--- src/rtl/stage_execute.sv ---
// stage_execute: single-issue execute stage. Integer ALU ops finish in one cycle.
// Optional feature macro EXECUTE_MULDIV_EN adds an iterative MUL/DIVU/REMU unit
// (IDLE/BUSY/DONE sequencer, 33 cycles per op). Without it, ops 11-13 are
// reserved and execute_stall is tied low.
module stage_execute (
   input  logic        clk,
   input  logic        rst,
   input  logic        decode_valid,
   input  logic [4:0]  decode_rd,
   input  logic [31:0] decode_rs1_data,
   input  logic [31:0] decode_rs2_data,
   input  logic [31:0] decode_imm,
   input  logic        decode_alu_src,
   input  logic [3:0]  decode_alu_op,
   input  logic        decode_mem_to_reg,
   input  logic        decode_wr_enable,
   input  logic        flush,
   output logic        execute_stall,
   output logic        execute_valid,
   output logic [4:0]  execute_rd,
   output logic [31:0] execute_alu_result,
   output logic        execute_mem_to_reg,
   output logic        execute_wr_enable
);

   localparam logic [3:0] OP_ADD    = 4'd0;
   localparam logic [3:0] OP_SUB    = 4'd1;
   localparam logic [3:0] OP_SLL    = 4'd2;
   localparam logic [3:0] OP_SLT    = 4'd3;
   localparam logic [3:0] OP_SLTU   = 4'd4;
   localparam logic [3:0] OP_XOR    = 4'd5;
   localparam logic [3:0] OP_SRL    = 4'd6;
   localparam logic [3:0] OP_SRA    = 4'd7;
   localparam logic [3:0] OP_OR     = 4'd8;
   localparam logic [3:0] OP_AND    = 4'd9;
   localparam logic [3:0] OP_PASS_B = 4'd10;

   logic [31:0] operand_a;
   logic [31:0] operand_b;
   logic [4:0]  shamt;
   logic [31:0] simple_result;
   logic        simple_known;
   logic        simple_issue;   // a single-cycle instruction is taken this edge
   logic        muldiv_done;    // the iterative unit hands over its result this edge
   logic [31:0] muldiv_result;

   assign operand_a = decode_rs1_data;
   assign operand_b = decode_alu_src ? decode_imm : decode_rs2_data;
   assign shamt     = operand_b[4:0];

   // Single-cycle ALU; unknown op codes give 0 and suppress the register write.
   always_comb begin
      // NOTE: every variable gets a default first, so no path can infer a latch.
      simple_result = '0;
      simple_known  = 1'b1;
      case (decode_alu_op)
         OP_ADD:    simple_result = operand_a + operand_b;
         OP_SUB:    simple_result = operand_a - operand_b;
         OP_SLL:    simple_result = operand_a << shamt;
         OP_SLT:    simple_result = {31'd0, $signed(operand_a) < $signed(operand_b)};
         OP_SLTU:   simple_result = {31'd0, operand_a < operand_b};
         OP_XOR:    simple_result = operand_a ^ operand_b;
         OP_SRL:    simple_result = operand_a >> shamt;
         OP_SRA:    simple_result = $unsigned($signed(operand_a) >>> shamt);
         OP_OR:     simple_result = operand_a | operand_b;
         OP_AND:    simple_result = operand_a & operand_b;
         OP_PASS_B: simple_result = operand_b;
         default:   simple_known  = 1'b0;
      endcase
   end

   // Output register: flush kills, a finished multi-cycle op drains, else the 1-cycle path.
   always_ff @(posedge clk) begin
      // NOTE: sequential state uses non-blocking assignments only; reset clears every output.
      if (rst) begin
         execute_valid      <= 1'b0;
         execute_rd         <= '0;
         execute_alu_result <= '0;
         execute_mem_to_reg <= 1'b0;
         execute_wr_enable  <= 1'b0;
      end else if (flush) begin
         execute_valid      <= 1'b0;
         execute_wr_enable  <= 1'b0;
      end else if (muldiv_done) begin
         execute_valid      <= 1'b1;
         execute_rd         <= decode_rd;
         execute_alu_result <= muldiv_result;
         execute_mem_to_reg <= decode_mem_to_reg;
         execute_wr_enable  <= decode_wr_enable;
      end else if (simple_issue) begin
         execute_valid      <= 1'b1;
         execute_rd         <= decode_rd;
         execute_alu_result <= simple_result;
         execute_mem_to_reg <= decode_mem_to_reg;
         execute_wr_enable  <= decode_wr_enable & simple_known;
      end else begin
         execute_valid      <= 1'b0;
         execute_wr_enable  <= 1'b0;
      end
   end

`ifdef EXECUTE_MULDIV_EN
   localparam logic [3:0] OP_MUL  = 4'd11;
   localparam logic [3:0] OP_DIVU = 4'd12;
   localparam logic [3:0] OP_REMU = 4'd13;

   typedef enum logic [1:0] {IDLE, BUSY, DONE} state_e;
   typedef enum logic [1:0] {MODE_MUL, MODE_DIVU, MODE_REMU} mode_e;

   state_e      state;
   mode_e       mode;
   logic [4:0]  count;
   logic [31:0] op_a;        // multiplicand (shifted left) or dividend/quotient
   logic [31:0] op_b;        // multiplier (shifted right) or divisor
   logic [31:0] acc;         // product accumulator or partial remainder
   logic        is_muldiv;
   logic [32:0] trial_diff;  // bit 32 is the borrow of the restoring step

   assign is_muldiv     = (decode_alu_op == OP_MUL) || (decode_alu_op == OP_DIVU) ||
                          (decode_alu_op == OP_REMU);
   assign trial_diff    = {acc, op_a[31]} - {1'b0, op_b};
   assign execute_stall = (state == BUSY) || ((state == IDLE) && decode_valid && is_muldiv);
   assign simple_issue  = (state == IDLE) && decode_valid && !is_muldiv;
   assign muldiv_done   = (state == DONE);
   assign muldiv_result = (mode == MODE_DIVU) ? op_a : acc;

   // Iterative sequencer: one multiply or divide bit per cycle for 32 cycles.
   always_ff @(posedge clk) begin
      if (rst) begin
         state <= IDLE;
         mode  <= MODE_MUL;
         count <= '0;
         op_a  <= '0;
         op_b  <= '0;
         acc   <= '0;
      end else if (flush) begin
         state <= IDLE;
         count <= '0;
      end else begin
         case (state)
            IDLE: begin
               if (decode_valid && is_muldiv) begin
                  op_a  <= operand_a;
                  op_b  <= operand_b;
                  acc   <= '0;
                  count <= '0;
                  mode  <= (decode_alu_op == OP_MUL)  ? MODE_MUL  :
                           (decode_alu_op == OP_DIVU) ? MODE_DIVU : MODE_REMU;
                  state <= BUSY;
               end
            end
            BUSY: begin
               if (mode == MODE_MUL) begin
                  if (op_b[0]) acc <= acc + op_a;
                  op_a <= op_a << 1;
                  op_b <= op_b >> 1;
               end else begin
                  // Divide by zero never borrows: quotient fills with ones, remainder = dividend.
                  op_a <= {op_a[30:0], !trial_diff[32]};
                  acc  <= trial_diff[32] ? {acc[30:0], op_a[31]} : trial_diff[31:0];
               end
               count <= count + 5'd1;
               if (count == 5'd31) state <= DONE;
            end
            DONE:    state <= IDLE;
            default: state <= IDLE;
         endcase
      end
   end
`else
   assign execute_stall = 1'b0;
   assign simple_issue  = decode_valid;
   assign muldiv_done   = 1'b0;
   assign muldiv_result = '0;
`endif

endmodule

--- config.mk ---
export PLATFORM = sky130hd
export DESIGN_NAME = stage_execute
export DESIGN_NICKNAME = d
export VERILOG_FILES = /design/src/rtl/stage_execute.sv
export SDC_FILE = /design/constraint.sdc
export NUM_CORES = 1
export LEC_CHECK = 0
export CAP_MARGIN = 20
export CORE_MARGIN = 2
export CORE_UTILIZATION = 30
export DETAILED_ROUTE_END_ITERATION = 10
export GPL_TIMING_DRIVEN = 0
export PLACE_DENSITY_LB_ADDON = 0.12
export SLEW_MARGIN = 15
export SYNTH_ARGS = -nofsm -noshare
export SYNTH_HDL_FRONTEND = slang
export SYNTH_SLANG_ARGS = --single-unit
--- constraint.sdc ---
create_clock -name clk -period 4.4 [get_ports clk]
set_input_delay 0.44 -clock clk [delete_from_list [all_inputs] [get_ports clk]]
set_output_delay 0.44 -clock clk [all_outputs]
set_load 0.005 [all_outputs]
==> flow_metrics.py <==
metrics = {
    "final_layout": {
        "reg_top3": "execute_alu_result x32, execute_rd x5",
        "post-route-util": 0.374,
        "nets": 1960,
        "fillerInstances": 3963,
        "fraction_of_layout_instances_using_a_drive_strength_above_1": 0.0784,
        "register_name_with_the_most_flops": "execute_alu_result",
        "largest_register_ffs": 32,
        "areaGrowthSynthToFinish_pct": 23.5,
    },
    "die": {
        "floorplan.initialDensity": 0.303,
        "std_cell_core_area_um2": 36300,
        "floorplan.die_area_um2": 38300,
        "dieWidth_um": 196,
        "chipHeight_um": 196,
        "fp-row-count": 70,
        "boundaryPins": 153,
    },
    "run_status": {
        "status": "finished, violations left",
        "failed_checks": "setup timing",
    },
    "clock_tree": {
        "cts_buffers": 5,
        "clock-root-buffer": "clkbuf_16",
        "clkLatencyLatePin_ns": 0.31,
        "clkSlewWorstSetupHoldPaths_ns": 0.07,
        "htree_levels": 2,
        "clock_path_buffers": 2,
        "cts_tree": "yes",
        "numClockSinks": 40,
    },
    "global_routing": {
        "grt_max_degree": 30,
        "number_of_antenna_violations_at_the_first_check_in_global_routing": 2,
        "grt_pass1_vias": 13900,
        "remaining_global_route_overflow": 0,
        "grt_util_all_layers": 0.362,
        "grt_pass1_wl_mm": 101,
    },
    "place": {
        "gp_congestion": 1.01,
        "placement.setup.worst_slack_ns": -1.95,
        "buffer_ports.inserted": 149,
        "hpwl_mm": 57.3,
    },
    "yosys": {
        "post_synth_instance_area_um2": 11000,
        "synth_area_per_cell_um2": 6.92,
        "ys_flop_type": "dfxtp_1",
        "synth_seq_cells": 40,
        "yosys_warnings": 0,
        "synthCells": 1593,
        "postSynth.asyncResetShare": 0,
        "synth_fp_nets": 1807,
        "synth_cell_type_count": 85,
        "synth.yosys.seq_area_share": 0.0727,
        "synth_enable_flop_cells": 0,
    },
    "timing": {
        "worst_clock_skew_ns": 0,
        "fin_hold_ws_ns": 0.459,
        "grt_setup_unrepaired": "no",
        "max_slew_margin": 0.200,
        "setup_slack_ns": -0.0842,
        "layout_worst_path_cycle_share": 1.02,
        "tightest_slew_ns": 1.20,
        "maxSlewViolCount": 0,
        "fmax_mhz": 223,
        "setup_viol": 1,
        "layout_min_cycle_time_ns": 4.48,
        "report.final.hold_viol_count": 0,
        "setup_tns_ns": -0.0842,
    },
    "route": {
        "drt_first_iter_violations": 1890,
        "remaining_drcs": 0,
        "drt_wl_cell_um": 32.0,
        "route.final.wire_length_mm": 70.8,
        "drt_pre_antenna_iters": 6,
        "via_per_inst": 6.53,
        "num_vias": 14500,
        "final_antenna_net_count": 0,
    },
    "run": {
        "max_cap_violations": 0,
    },
    "setup_path": {
        "crit_path_start_kind": "primary input",
        "worst_setup_path_end_kind": "flop",
        "crit_slowest_cell": "a21oi_1",
        "criticalPathCategory": "primary input to flop",
        "worst-endpoint-required_ns": 4.66,
        "critPathMaxStageDelay_ns": 0.51,
        "path_cells": "clkdlybuf4s50_1 -> mux2i_2 -> buf_2 -> buf_2 -> buf_2 -> ha_1 -> nor2_1 -> a31oi_1 -> a221o_1 -> nor2_1 -> a21oi_1 -> a221oi_1 -> a21oi_1 -> a221o_1",
        "critical_path_peak_fanout": 11,
        "cpMostUsedCell": "buf_2",
        "critPathArrivalTime_ns": 4.74,
    },
    "pwr": {
        "power.static_leakage_nw": 5.46,
        "cellPowerDensity_nw_per_um2": 212,
        "irDropWorstVdd_mv": 0.154,
    },
    "min_path": {
        "worst_hold_path_type": "flop to flop",
    },
}
[timing repair]
item / in CTS / in global routing
pin swaps: 6 / 9
hold buffers: 0 / 0
gates resized for setup: 57 / 34
endpoints found under the setup margin: 28 / 13
setup buffers: 5 / 3
[logic make-up after synthesis]
| family | Yosys count | synth area share |
|---|---|---|
| compound gates | 560 | 0.343 |
| simple gates | 479 | 0.194 |
| xor+xnor | 20 | 0.0159 |
| mux | 174 | 0.175 |
| fa+ha+maj | 102 | 0.117 |
| other cells | 1 | 0.000340 |
| flops | 40 | 0.0727 |
| buf+inv | 217 | 0.0818 |
[cell type report]
class	instances	area [µm²]	share of cell area
Multi-Input combinational cell	1336	9560	0.702
Inverter	100	378	0.0278
Buffer	103	539	0.0396
Antenna cell	1	2.50	0.000184
Tap cell	468	586	0.0430
Clock inverter	3	42.5	0.00313
Timing Repair Buffer	160	1580	0.116
Sequential cell	40	801	0.0588
Clock buffer	5	125	0.00919
[per-layer routing]
metal / vias to the layer above / GRT usage / wire, µm
met5: - / 0 / 10
met4: 2 / 0.165 / 3480
met3: 194 / 0.0491 / 6230
met2: 900 / 0.565 / 30600
met1: 7115 / 0.494 / 30500
li1: 6268 / - / -
[stage by stage]
step / std cells / instance area, µm² / total power, mW
after floorplan: 1593 / 11000 / 1.50
after global placement: 2210 / 13100 / 2.27
after detailed placement: 2212 / 13100 / 2.26
after CTS: 2216 / 13500 / 2.79
after global routing: 2215 / 13600 / 2.99
final: 2216 / 13600 / 2.88
[report_power, final]
part	switching, mW	leakage [nW]	internal (mW)	total [mW]
Clock	0.211	0.0798	0.268	0.480
Sequential	0.0108	0.324	0.376	0.387
Combinational	1.32	5.06	0.687	2.01
[synth_stat cells, types with 13 or more instances]
| cell type | instances | area, µm² |
|---|---|---|
| a211oi_1 | 27 | 203 |
| a21o_1 | 19 | 143 |
| a21oi_1 | 146 | 731 |
| a221oi_1 | 24 | 210 |
| a22oi_1 | 20 | 150 |
| a31oi_1 | 19 | 119 |
| and3_1 | 13 | 81.3 |
| buf_2 | 25 | 125 |
| clkbuf_1 | 71 | 267 |
| dfxtp_1 | 40 | 801 |
| ha_1 | 100 | 1250 |
| inv_1 | 96 | 360 |
| mux2i_1 | 148 | 1480 |
| nand2_1 | 181 | 679 |
| nand2b_1 | 13 | 81.3 |
| nand3_1 | 37 | 185 |
| nor2_1 | 141 | 529 |
| nor3_1 | 28 | 140 |
| nor4_1 | 14 | 87.6 |
| o211ai_1 | 26 | 195 |
| o21ai_0 | 89 | 445 |
| o22ai_1 | 40 | 250 |
| o31ai_1 | 16 | 120 |
| xnor2_1 | 19 | 166 |
[worst paths after layout]
kind                                        startpoint  slack (ns)                      to  cells after the start
worst max-delay path                     decode_imm[0]       -0.08  execute_alu_result[14]                     14
worst min-delay path                execute_mem_to_reg        0.46      execute_mem_to_reg                      2
worst max register to register  execute_alu_result[20]        2.41  execute_alu_result[20]                      6
worst min register to register      execute_mem_to_reg        0.46      execute_mem_to_reg                      2
[critical path: cells and delay by family]
kind	cells	cell delay, ns
adder cells (fa/ha/maj)	1	0.39
AND/OR/NAND/NOR	2	0.15
buffers and inverters	4	1.61
multiplexers	1	0.25
AO/OA/AOI/OAI	6	1.88
[placed cells by master, fill, tap and decap left out, drive strengths merged, types with 10 or more instances in the layout]
| cell type | n |
|---|---|
| a2111oi | 10 |
| a211oi | 28 |
| a21o | 19 |
| a21oi | 146 |
| a221o | 12 |
| a221oi | 26 |
| a22oi | 20 |
| a311oi | 10 |
| a31oi | 19 |
| and3 | 13 |
| buf | 48 |
| clkbuf | 71 |
| clkdlybuf4s50 | 148 |
| dfxtp | 40 |
| ha | 100 |
| inv | 100 |
| mux2 | 12 |
| mux2i | 150 |
| mux4 | 12 |
| nand2 | 181 |
| nand2b | 13 |
| nand3 | 37 |
| nand4 | 12 |
| nor2 | 141 |
| nor2b | 11 |
| nor3 | 28 |
| nor4 | 14 |
| o211ai | 27 |
| o21a | 11 |
| o21ai | 93 |
| o22ai | 40 |
| o31ai | 16 |
| xnor2 | 19 |
Power figures use the tool's default switching activity.
